[src/rtl/regwr_pkg.sv]
// rtl/regwr_pkg.sv - shared widths, state encoding and entry layout for the register-file write path
package regwr_pkg;

  localparam int DATA_W = 64;
  localparam int ADDR_W = 5;
  localparam logic [ADDR_W-1:0] ZERO_REG = 5'd31;

  typedef enum logic {
    S_EMPTY = 1'b0,
    S_FULL  = 1'b1
  } state_e;

  // real_wr is low for writes aimed at the hardwired zero register
  typedef struct packed {
    logic [ADDR_W-1:0] addr;
    logic [DATA_W-1:0] data;
    logic              id;
    logic              real_wr;
  } entry_t;

  function automatic logic [7:0] sat_inc8(input logic [7:0] v);
    return (v == 8'hFF) ? v : v + 8'd1;
  endfunction

endpackage

[src/rtl/rr_arb2.sv]
// rtl/rr_arb2.sv - two-way round-robin grant, also used by the read-port scheduler
module rr_arb2 (
  input  logic [1:0] req_valid,
  input  logic       last,
  input  logic       accept,
  output logic [1:0] grant
);

  always_comb begin
    grant = 2'b00;
    case (req_valid)
      2'b01:   grant = 2'b01;
      2'b10:   grant = 2'b10;
      // contention goes to whoever did not win last time
      2'b11:   grant = last ? 2'b01 : 2'b10;
      default: grant = 2'b00;
    endcase
    if (!accept) grant = 2'b00;
  end

endmodule

[src/rtl/regfile_wr_arbiter.sv]
// rtl/regfile_wr_arbiter.sv - arbitrates two write requesters into a single registered register-file write stage
module regfile_wr_arbiter
  import regwr_pkg::*;
(
  input  logic              clk,
  input  logic              reset_n,
  input  logic              stall,
  input  logic [1:0]        req_valid,
  input  logic [ADDR_W-1:0] req_addr0,
  input  logic [ADDR_W-1:0] req_addr1,
  input  logic [DATA_W-1:0] req_data0,
  input  logic [DATA_W-1:0] req_data1,
  output logic [1:0]        req_ready,
  output logic              RegWrite,
  output logic [ADDR_W-1:0] WriteRegister,
  output logic [DATA_W-1:0] WriteData,
  output logic              grant_id,
  output logic [7:0]        drop_cnt
);

  state_e     state;
  entry_t     entry;
  entry_t     next_entry;
  logic       last;
  logic [7:0] drop_q;
  logic       accept;
  logic [1:0] grant;
  logic       xfer;

  assign accept = (state == S_EMPTY) || !stall;

  rr_arb2 u_arb (
    .req_valid (req_valid),
    .last      (last),
    .accept    (accept),
    .grant     (grant)
  );

  assign req_ready = reset_n ? grant : 2'b00;
  assign xfer      = |(req_valid & req_ready);

  always_comb begin
    next_entry.id      = req_ready[1];
    next_entry.addr    = req_ready[1] ? req_addr1 : req_addr0;
    next_entry.data    = req_ready[1] ? req_data1 : req_data0;
    next_entry.real_wr = (next_entry.addr != ZERO_REG);
  end

  // a stage that is being reset never writes, so an in-flight entry is lost
  always_ff @(posedge clk) begin
    if (!reset_n) begin
      state  <= S_EMPTY;
      last   <= 1'b1;
      entry  <= '0;
      drop_q <= 8'd0;
    end else begin
      if (xfer) begin
        entry <= next_entry;
        last  <= next_entry.id;
        state <= S_FULL;
        if (!next_entry.real_wr) drop_q <= sat_inc8(drop_q);
      end else if (state == S_FULL && !stall) begin
        state <= S_EMPTY;
      end
    end
  end

  assign RegWrite      = reset_n && (state == S_FULL) && entry.real_wr && !stall;
  assign WriteRegister = entry.addr;
  assign WriteData     = entry.data;
  assign grant_id      = entry.id;
  assign drop_cnt      = drop_q;

endmodule

[config.mk]
export PLATFORM = sky130hd
export DESIGN_NAME = regfile_wr_arbiter
export DESIGN_NICKNAME = d
export VERILOG_FILES = /design/src/rtl/regwr_pkg.sv /design/src/rtl/rr_arb2.sv /design/src/rtl/regfile_wr_arbiter.sv
export SDC_FILE = /design/constraint.sdc
export NUM_CORES = 1
export LEC_CHECK = 0
export CORE_ASPECT_RATIO = 0.8
export CORE_MARGIN = 2
export CORE_UTILIZATION = 45
export DETAILED_ROUTE_END_ITERATION = 16
export DONT_BUFFER_PORTS = 1
export PLACE_DENSITY = 0.65
export SYNTH_ARGS = -nofsm -noshare
export SYNTH_HDL_FRONTEND = slang
export SYNTH_SLANG_ARGS = --single-unit
[constraint.sdc]
create_clock -name clk -period 5.6 [get_ports clk]
set_clock_uncertainty 0.2 [all_clocks]
set_input_delay 0.56 -clock clk [delete_from_list [all_inputs] [get_ports clk]]
set_output_delay 0.56 -clock clk [all_outputs]
set_load 0.01 [all_outputs]
== After elaboration in Yosys (flattened, before gate mapping) ==
Cells that the tools add are included.

* Word-level logic and storage cells: 34
* Register bits after elaboration: 81
* Input port bits: 143

* Eq/ne operators: 5
* Muxes and demuxes: 8
* Bitwise logic cells: 4
* Reductions and logical operators: 9
* $add $sub $neg: 1

{| class="wikitable"
|+ Operator list
! operator !! count
|-
| $mux 64 || 1
|-
| $add 8x1->8 const B || 1
|-
| $eq 8x8->1 const B || 1
|-
| $mux 2 || 3
|-
| $pmux 2 s3 || 1
|-
| $mux 5 || 1
|-
| $ne 5x5->1 const B || 1
|-
| $eq 2x2->1 const B || 2
|-
| $logic_and 1x1->1 || 4
|-
| $not 1->1 || 3
|-
| $reduce_and 3->1 || 1
|-
| $and 2x2->2 || 1
|-
| $eq 2x1->1 const B || 1
|-
| $mux 1 || 2
|-
| $reduce_bool 2->1 || 1
|-
| $reduce_or 2->1 || 1
|-
| $logic_not 1->1 || 1
|-
| $logic_or 1x1->1 || 1
|}

== Longest topological paths before layout ==
Gate-level depths: netlist of run 1.

* Depth in word-level cells: 8
* Depth in mapped cells: 6
* Depth with buffers taken out: 6

== Cells and area by module ==
Synthesis of run 1 repeated with hierarchy kept, for this count alone.

* Cells, all modules: 454
* Area total of the unflattened synthesis: 4121.5 um^2

{| class="wikitable"
|+ Modules (own cells, without submodules)
! module !! cells each !! sequential area each (um^2) !! area an instance (um^2) !! instances
|-
| regfile_wr_arbiter || 449 || 1621.6 || 4100.2 || 1
|-
| rr_arb2 || 5 || 0.0 || 21.3 || 1
|}

== Worst setup path after synthesis of run 1 ==
Ideal clock, no wire load.

* Path kind: input port to output port
* Start: input reset_n
* End: output req_ready[1]
* Data required time: 4.840 ns
* Cell stages on the path: 6
* Slack: 3.244 ns
* Buffers on the path: 3
* Data arrival time: 1.596 ns
* Cell sequence: a21boi_2 > nand2_1 > clkbuf_1 > clkbuf_1 > inv_1 > buf_4

{| class="wikitable"
|+ RTL lines
! what !! line !! source
|-
| start: declaration || regfile_wr_arbiter.sv:6 || <nowiki>input logic reset_n,</nowiki>
|-
| end: declaration || regfile_wr_arbiter.sv:13 || <nowiki>output logic [1:0] req_ready,</nowiki>
|}

== Worst setup path after layout of run 1 ==
* Start: register state
* End: output req_ready[0]

* Word-level cells in the longest chain between the ends: 4

{| class="wikitable"
|+ Ends and longest elaborated chain
! what !! line !! source
|-
| start: declaration || regfile_wr_arbiter.sv:21 || <nowiki>state_e state;</nowiki>
|-
| start signal: assignment || regfile_wr_arbiter.sv:52 || <nowiki>state <= S_EMPTY;</nowiki>
|-
| start signal: assignment || regfile_wr_arbiter.sv:60 || <nowiki>state <= S_FULL;</nowiki>
|-
| start signal: assignment || regfile_wr_arbiter.sv:63 || <nowiki>state <= S_EMPTY;</nowiki>
|-
| $not 1->1 || regfile_wr_arbiter.sv:30 || <nowiki>assign accept = (state == S_EMPTY) || !stall;</nowiki>
|-
| $logic_or 1x1->1 || regfile_wr_arbiter.sv:30 ||
|-
| $mux 2 || rr_arb2.sv:18 || <nowiki>if (!accept) grant = 2'b00;</nowiki>
|-
| $mux 2 || regfile_wr_arbiter.sv:39 || <nowiki>assign req_ready = reset_n ? grant : 2'b00;</nowiki>
|}

Every way passes these cells.

==> results.sh, run 1 <==
export IMPL_status="complete, no violations"
export IMPL_ys_ff_latch=81
export IMPL_post_cts_buffers=0
export IMPL_start_util=0.469
export IMPL_worst_pin_slew_ns=1.22
export IMPL_critPathLaunchType="flip-flop"
export IMPL_die_h_um=88.9
export IMPL_hold_path_class="in2reg"
export IMPL_crit_slowest_cell="inv_2"
export IMPL_drt_pass1_iter_count=4
export IMPL_p_clk_frac=0.457
export IMPL_synth_area_leaders="dfxtp_1, a311oi_1, nand2_1, buf_4, nor2_1"
export IMPL_row_count=30
export IMPL_yosys_warnings=0
export IMPL_synth_top_area_share=0.400
export IMPL_yosysSeqAreaShare=0.400
export IMPL_syn_cell_area_um2=4050
export IMPL_end_kind="output pin"
export IMPL_finalMaxSlewViolations=0
export IMPL_synthesis_instances=527
export IMPL_htree_levels=3
export IMPL_dpl_hpwl_um=6340
export IMPL_nets=577
export IMPL_synth_cell_types=30
export IMPL_clock_sinks=81
export IMPL_p_per_area_nw_per_um2=368
export IMPL_grt_pass1_vias=2878
export IMPL_synth_most_common_cell="nand2_1"
export IMPL_die_area_um2=9790
export IMPL_ctsHoldBuffers=0
export IMPL_synthTopCellsByCount="nand2_1, dfxtp_1, nor2_1, a311oi_1, buf_4"
export IMPL_via_count=3257
export IMPL_seqPwrFrac=0.467
export IMPL_route_detailed_drc=0
export IMPL_grt_pass1_wl_um=14200
export IMPL_cts_resized=0
export IMPL_critical_path_class="reg2out"
export IMPL_seq_area_um2=1620
export IMPL_cts_buffers=9
export IMPL_cts_root_buf="clkbuf_16"
export IMPL_cts_tree="yes"
export IMPL_port_buffers=0
export IMPL_grt_overflow=0
export IMPL_grtUsageTotal=0.183
export IMPL_synth_ff_type="dfxtp_1"
export IMPL_post_route_period_util=0.491
export IMPL_clk_pin_slew_ns=0.06
export IMPL_dr_first_iter_drc_count=322
export IMPL_clkLatencyLatePin_ns=0.33
export IMPL_worstPathCellList="a21boi_2 -> nand3_2 -> inv_2"
export IMPL_vdd_ir_drop_max_v=0.000154
export IMPL_setup_viol=0
export IMPL_worst_ep_required_time_ns=4.84
export IMPL_synth_edf_count=0
export IMPL_hold_viol_final=0
export IMPL_async_flop_share=0
export IMPL_avgSynthCellArea_um2=7.69
export IMPL_critPathMaxFanout=70
export IMPL_max_stage_delay_ns=0.89
export IMPL_fin_ws_ns=2.85
export IMPL_clockBufferDepth=2
export IMPL_rsz0062_at_grt="no"
export IMPL_avgViaCountPerCell=5.92
export IMPL_p_switching_mw=0.355
export IMPL_crit_arrival_ns=1.99
export IMPL_preCtsSetupSlack_ns=2.92
export IMPL_grt_max_degree=77
export IMPL_antenna_found_initial=0
export IMPL_pwr_share_comb=0.076
export IMPL_wirelength_um=9540
export IMPL_core_um2=8630
export IMPL_ioPinCount=224
export IMPL_synth_nets=671
export IMPL_max_cap_violations=0
export IMPL_fmax_ghz=0.364
export IMPL_p_int_mw=1.08
export IMPL_n_fill_cell=836
export IMPL_yosys_area_top_type="dfxtp_1"
export IMPL_die_w_um=110
export IMPL_p_leak_nw=1.39
export IMPL_multi_input_area_um2=1750
export IMPL_place_gp_congestion=0.760
export IMPL_drt_wirelength_per_cell_um=17.4
export IMPL_syn2layout_area_growth_pct=-4.01
export IMPL_period_needed_ns=2.75
export IMPL_antenna_left=0
export IMPL_tns_ns=0
export IMPL_antenna_cells=0
export IMPL_drive_gt1_frac=0.0571
export IMPL_relSlewSlack=0.184
export IMPL_switching_share=0.248
==> power by group through the flow <==
stage | combinational (mW) | sequential, mW | clock [mW]
floorplan | 0.168 | 0.648 | 0
global placement | 0.104 | 0.682 | 0
detailed placement | 0.109 | 0.681 | 0
CTS | 0.109 | 0.669 | 0.670
global route | 0.123 | 0.674 | 0.694
finish | 0.108 | 0.669 | 0.654
==> sequential cells by signal, summed over array words and instances (netlist names) <==
register,count
drop_cnt,8
grant_id,1
last,1
WriteData,64
state,1
entry,1
WriteRegister,5
==> logic make-up after synthesis <==
| family | Yosys count | synth area share |
|---|---|---|
| multiplexers | 2 | 0.00525 |
| flip-flops | 81 | 0.400 |
| buffers and inverters | 113 | 0.172 |
| adder cells (fa/ha/maj) | 1 | 0.00309 |
| AO/OA/AOI/OAI | 89 | 0.183 |
| AND/OR/NAND/NOR | 241 | 0.237 |
==> metrics by stage <==
stage	area [um^2]	hold slack (ns)	utilization	std cells	power, mW
after floorplan	4050	0.252	-	527	0.815
after global placement	3550	0.269	0.411	534	0.786
after detailed placement	3550	0.288	0.411	534	0.790
after CTS	3890	0.0929	0.451	550	1.45
after global routing	3890	0.0886	0.451	550	1.49
final	3890	0.102	0.451	550	1.43
==> worst max-delay path: cells and delay by family (launching register included) <==
family          cells  cell delay [ns]
buf+inv             1             0.89
simple gates        1             0.13
flops               1             0.34
compound gates      1             0.29
==> final timing paths <==
check        startpoint          endpoint  slack, ns  cells past startpoint
max reg2reg       state  WriteRegister[4]       3.15                      5
max               state      req_ready[0]       2.85                      3
min             reset_n              last       0.10                      1
min reg2reg        last              last       0.29                      2
==> metal layers <==
layer	GRT usage	part of all wire
met1	0.240	0.42
met5	0	0
met3	0.0589	0.10
met2	0.288	0.47
met4	0.0614	0.014
==> area by class of cell <==
cell class / count / share of cell area
flip-flops and latches: 81 / 0.417
inverters: 5 / 0.00482
well taps: 112 / 0.0360
clock inverters: 5 / 0.0222
repair buffers: 3 / 0.00579
multi-input cells: 333 / 0.449
clock buffers: 11 / 0.0650
==> placed cells by master (no fill, tap or decap), types with 3 or more instances in the layout <==
master	netlist	routed
a21oi_1	7	7
a311oi_1	70	70
o21ai_0	3	3
nor2_1	72	72
nand3_1	8	7
inv_1	4	3
or4_1	4	4
nand2_1	146	145
clkbuf_16	0	9
dfxtp_1	81	81
nor3_1	3	3
buf_4	70	3
o31ai_1	3	3
No activity file was read; power rests on OpenSTA's default activity.
==> inputs of run 2 (changes only) <==
==> constraint.sdc (replaced) <==
create_clock -name clk -period 2.55 [get_ports clk]
set_clock_uncertainty 0.2 [all_clocks]
set_input_delay 0.255 -clock clk [delete_from_list [all_inputs] [get_ports clk]]
set_output_delay 0.255 -clock clk [all_outputs]
set_load 0.01 [all_outputs]
==> run 2 against run 1 <==
Effect of this change: the flow now stops in clock tree synthesis; area after synthesis did not move; synthesized cell count stayed put.
==> results.sh, run 2 <==
export IMPL_cts_resized=0
export IMPL_start_util=0.469
export IMPL_synth_top_area_share=0.400
export IMPL_dpl_cell_count=540
export IMPL_synth_edf_count=0
export IMPL_yosys_warnings=0
export IMPL_avgSynthCellArea_um2=7.69
export IMPL_dpl_hpwl_um=6750
export IMPL_ctsHoldBuffers=112
export IMPL_ioPinCount=224
export IMPL_synth_ff_type="dfxtp_1"
export IMPL_synthTopCellsByCount="nand2_1, dfxtp_1, nor2_1, a311oi_1, buf_4"
export IMPL_clock_sinks=81
export IMPL_synth_cell_types=30
export IMPL_die_h_um=88.9
export IMPL_ys_ff_latch=81
export IMPL_cts_root_buf="clkbuf_16"
export IMPL_error="[ERROR RSZ-0060] Max buffer count reached."
export IMPL_yosys_area_top_type="dfxtp_1"
export IMPL_yosysSeqAreaShare=0.400
export IMPL_cts_buffers=9
export IMPL_port_buffers=0
export IMPL_async_flop_share=0
export IMPL_status="aborted with a tool error"
export IMPL_synth_nets=671
export IMPL_synth_area_leaders="dfxtp_1, a311oi_1, nand2_1, buf_4, nor2_1"
export IMPL_failed_stage="clock tree synthesis"
export IMPL_synth_most_common_cell="nand2_1"
export IMPL_row_count=30
export IMPL_die_w_um=110
export IMPL_post_cts_buffers=0
export IMPL_clockBufferDepth=2
export IMPL_htree_levels=3
export IMPL_synthesis_instances=527
export IMPL_syn_cell_area_um2=4050
export IMPL_place_gp_congestion=0.771
export IMPL_preCtsSetupSlack_ns=0.302
## run 2: cell counts after synthesis
No cell type changed its count.
## run 2: logic make-up after synthesis
family | count (synthesis) | synth area share
AND/OR/NAND/NOR | 241 | 0.237
buffers and inverters | 113 | 0.172
AO/OA/AOI/OAI | 89 | 0.183
flip-flops | 81 | 0.400
multiplexers | 2 | 0.00525
adder cells (fa/ha/maj) | 1 | 0.00309
## run 2: stage by stage
| stage | hold WS (ns) | instance area, um^2 |
|---|---|---|
| detailed placement | 0.141 | 3620 |
| floorplan | 0.127 | 4050 |
| global placement | 0.130 | 3620 |
==> inputs of run 3 (changes only) <==
--- a/config.mk
+++ b/config.mk
@@ -5,12 +5,11 @@
 export SDC_FILE = /design/constraint.sdc
 export NUM_CORES = 1
 export LEC_CHECK = 0
-export CORE_ASPECT_RATIO = 0.8
 export CORE_MARGIN = 2
-export CORE_UTILIZATION = 45
+export CORE_UTILIZATION = 30
 export DETAILED_ROUTE_END_ITERATION = 16
 export DONT_BUFFER_PORTS = 1
-export PLACE_DENSITY = 0.65
+export PLACE_DENSITY_LB_ADDON = 0.15
 export SYNTH_ARGS = -nofsm -noshare
 export SYNTH_HDL_FRONTEND = slang
 export SYNTH_SLANG_ARGS = --single-unit
==> run 3 against run 2 <==
Effect of this change: the flow again stops in clock tree synthesis; area after synthesis did not move; synthesized cell count did not move.
==> results.sh, run 3 <==
export IMPL_status="aborted with a tool error"
export IMPL_failed_stage="clock tree synthesis"
export IMPL_error="[ERROR RSZ-0060] Max buffer count reached."
export IMPL_htree_levels=3
export IMPL_start_util=0.306
export IMPL_avgSynthCellArea_um2=7.69
export IMPL_cts_buffers=9
export IMPL_place_area_um2=3710
export IMPL_synth_area_leaders="dfxtp_1, a311oi_1, nand2_1, buf_4, nor2_1"
export IMPL_dpl_hpwl_um=7400
export IMPL_die_h_um=120
export IMPL_ys_ff_latch=81
export IMPL_yosys_area_top_type="dfxtp_1"
export IMPL_synth_ff_type="dfxtp_1"
export IMPL_synth_most_common_cell="nand2_1"
export IMPL_place_gp_congestion=0.731
export IMPL_async_flop_share=0
export IMPL_synth_nets=671
export IMPL_row_count=42
export IMPL_port_buffers=0
export IMPL_synthesis_instances=527
export IMPL_die_w_um=120
export IMPL_synth_edf_count=0
export IMPL_ioPinCount=224
export IMPL_post_cts_buffers=0
export IMPL_dpl_cell_count=604
export IMPL_synth_top_area_share=0.400
export IMPL_synthTopCellsByCount="nand2_1, dfxtp_1, nor2_1, a311oi_1, buf_4"
export IMPL_yosys_warnings=0
export IMPL_ctsHoldBuffers=126
export IMPL_cts_resized=0
export IMPL_cts_root_buf="clkbuf_16"
export IMPL_clockBufferDepth=2
export IMPL_syn_cell_area_um2=4050
export IMPL_clock_sinks=81
export IMPL_yosysSeqAreaShare=0.400
export IMPL_synth_cell_types=30
run 3: cell counts after synthesis:
No cell type changed its count.
run 3: stage by stage:
step | setup slack, ns | hold slack [ns] | utilization
after floorplan | 0.553 | 0.127 | -
after global placement | 0.360 | 0.133 | 0.280
after detailed placement | 0.292 | 0.135 | 0.280
run 3: cells by family after synthesis:
group,share of synthesized area
DFF,0.400
buffers and inverters,0.172
and+or+nand+nor,0.237
muxes,0.00525
adders and majority gates,0.00309
AOI/OAI and AO/OA,0.183
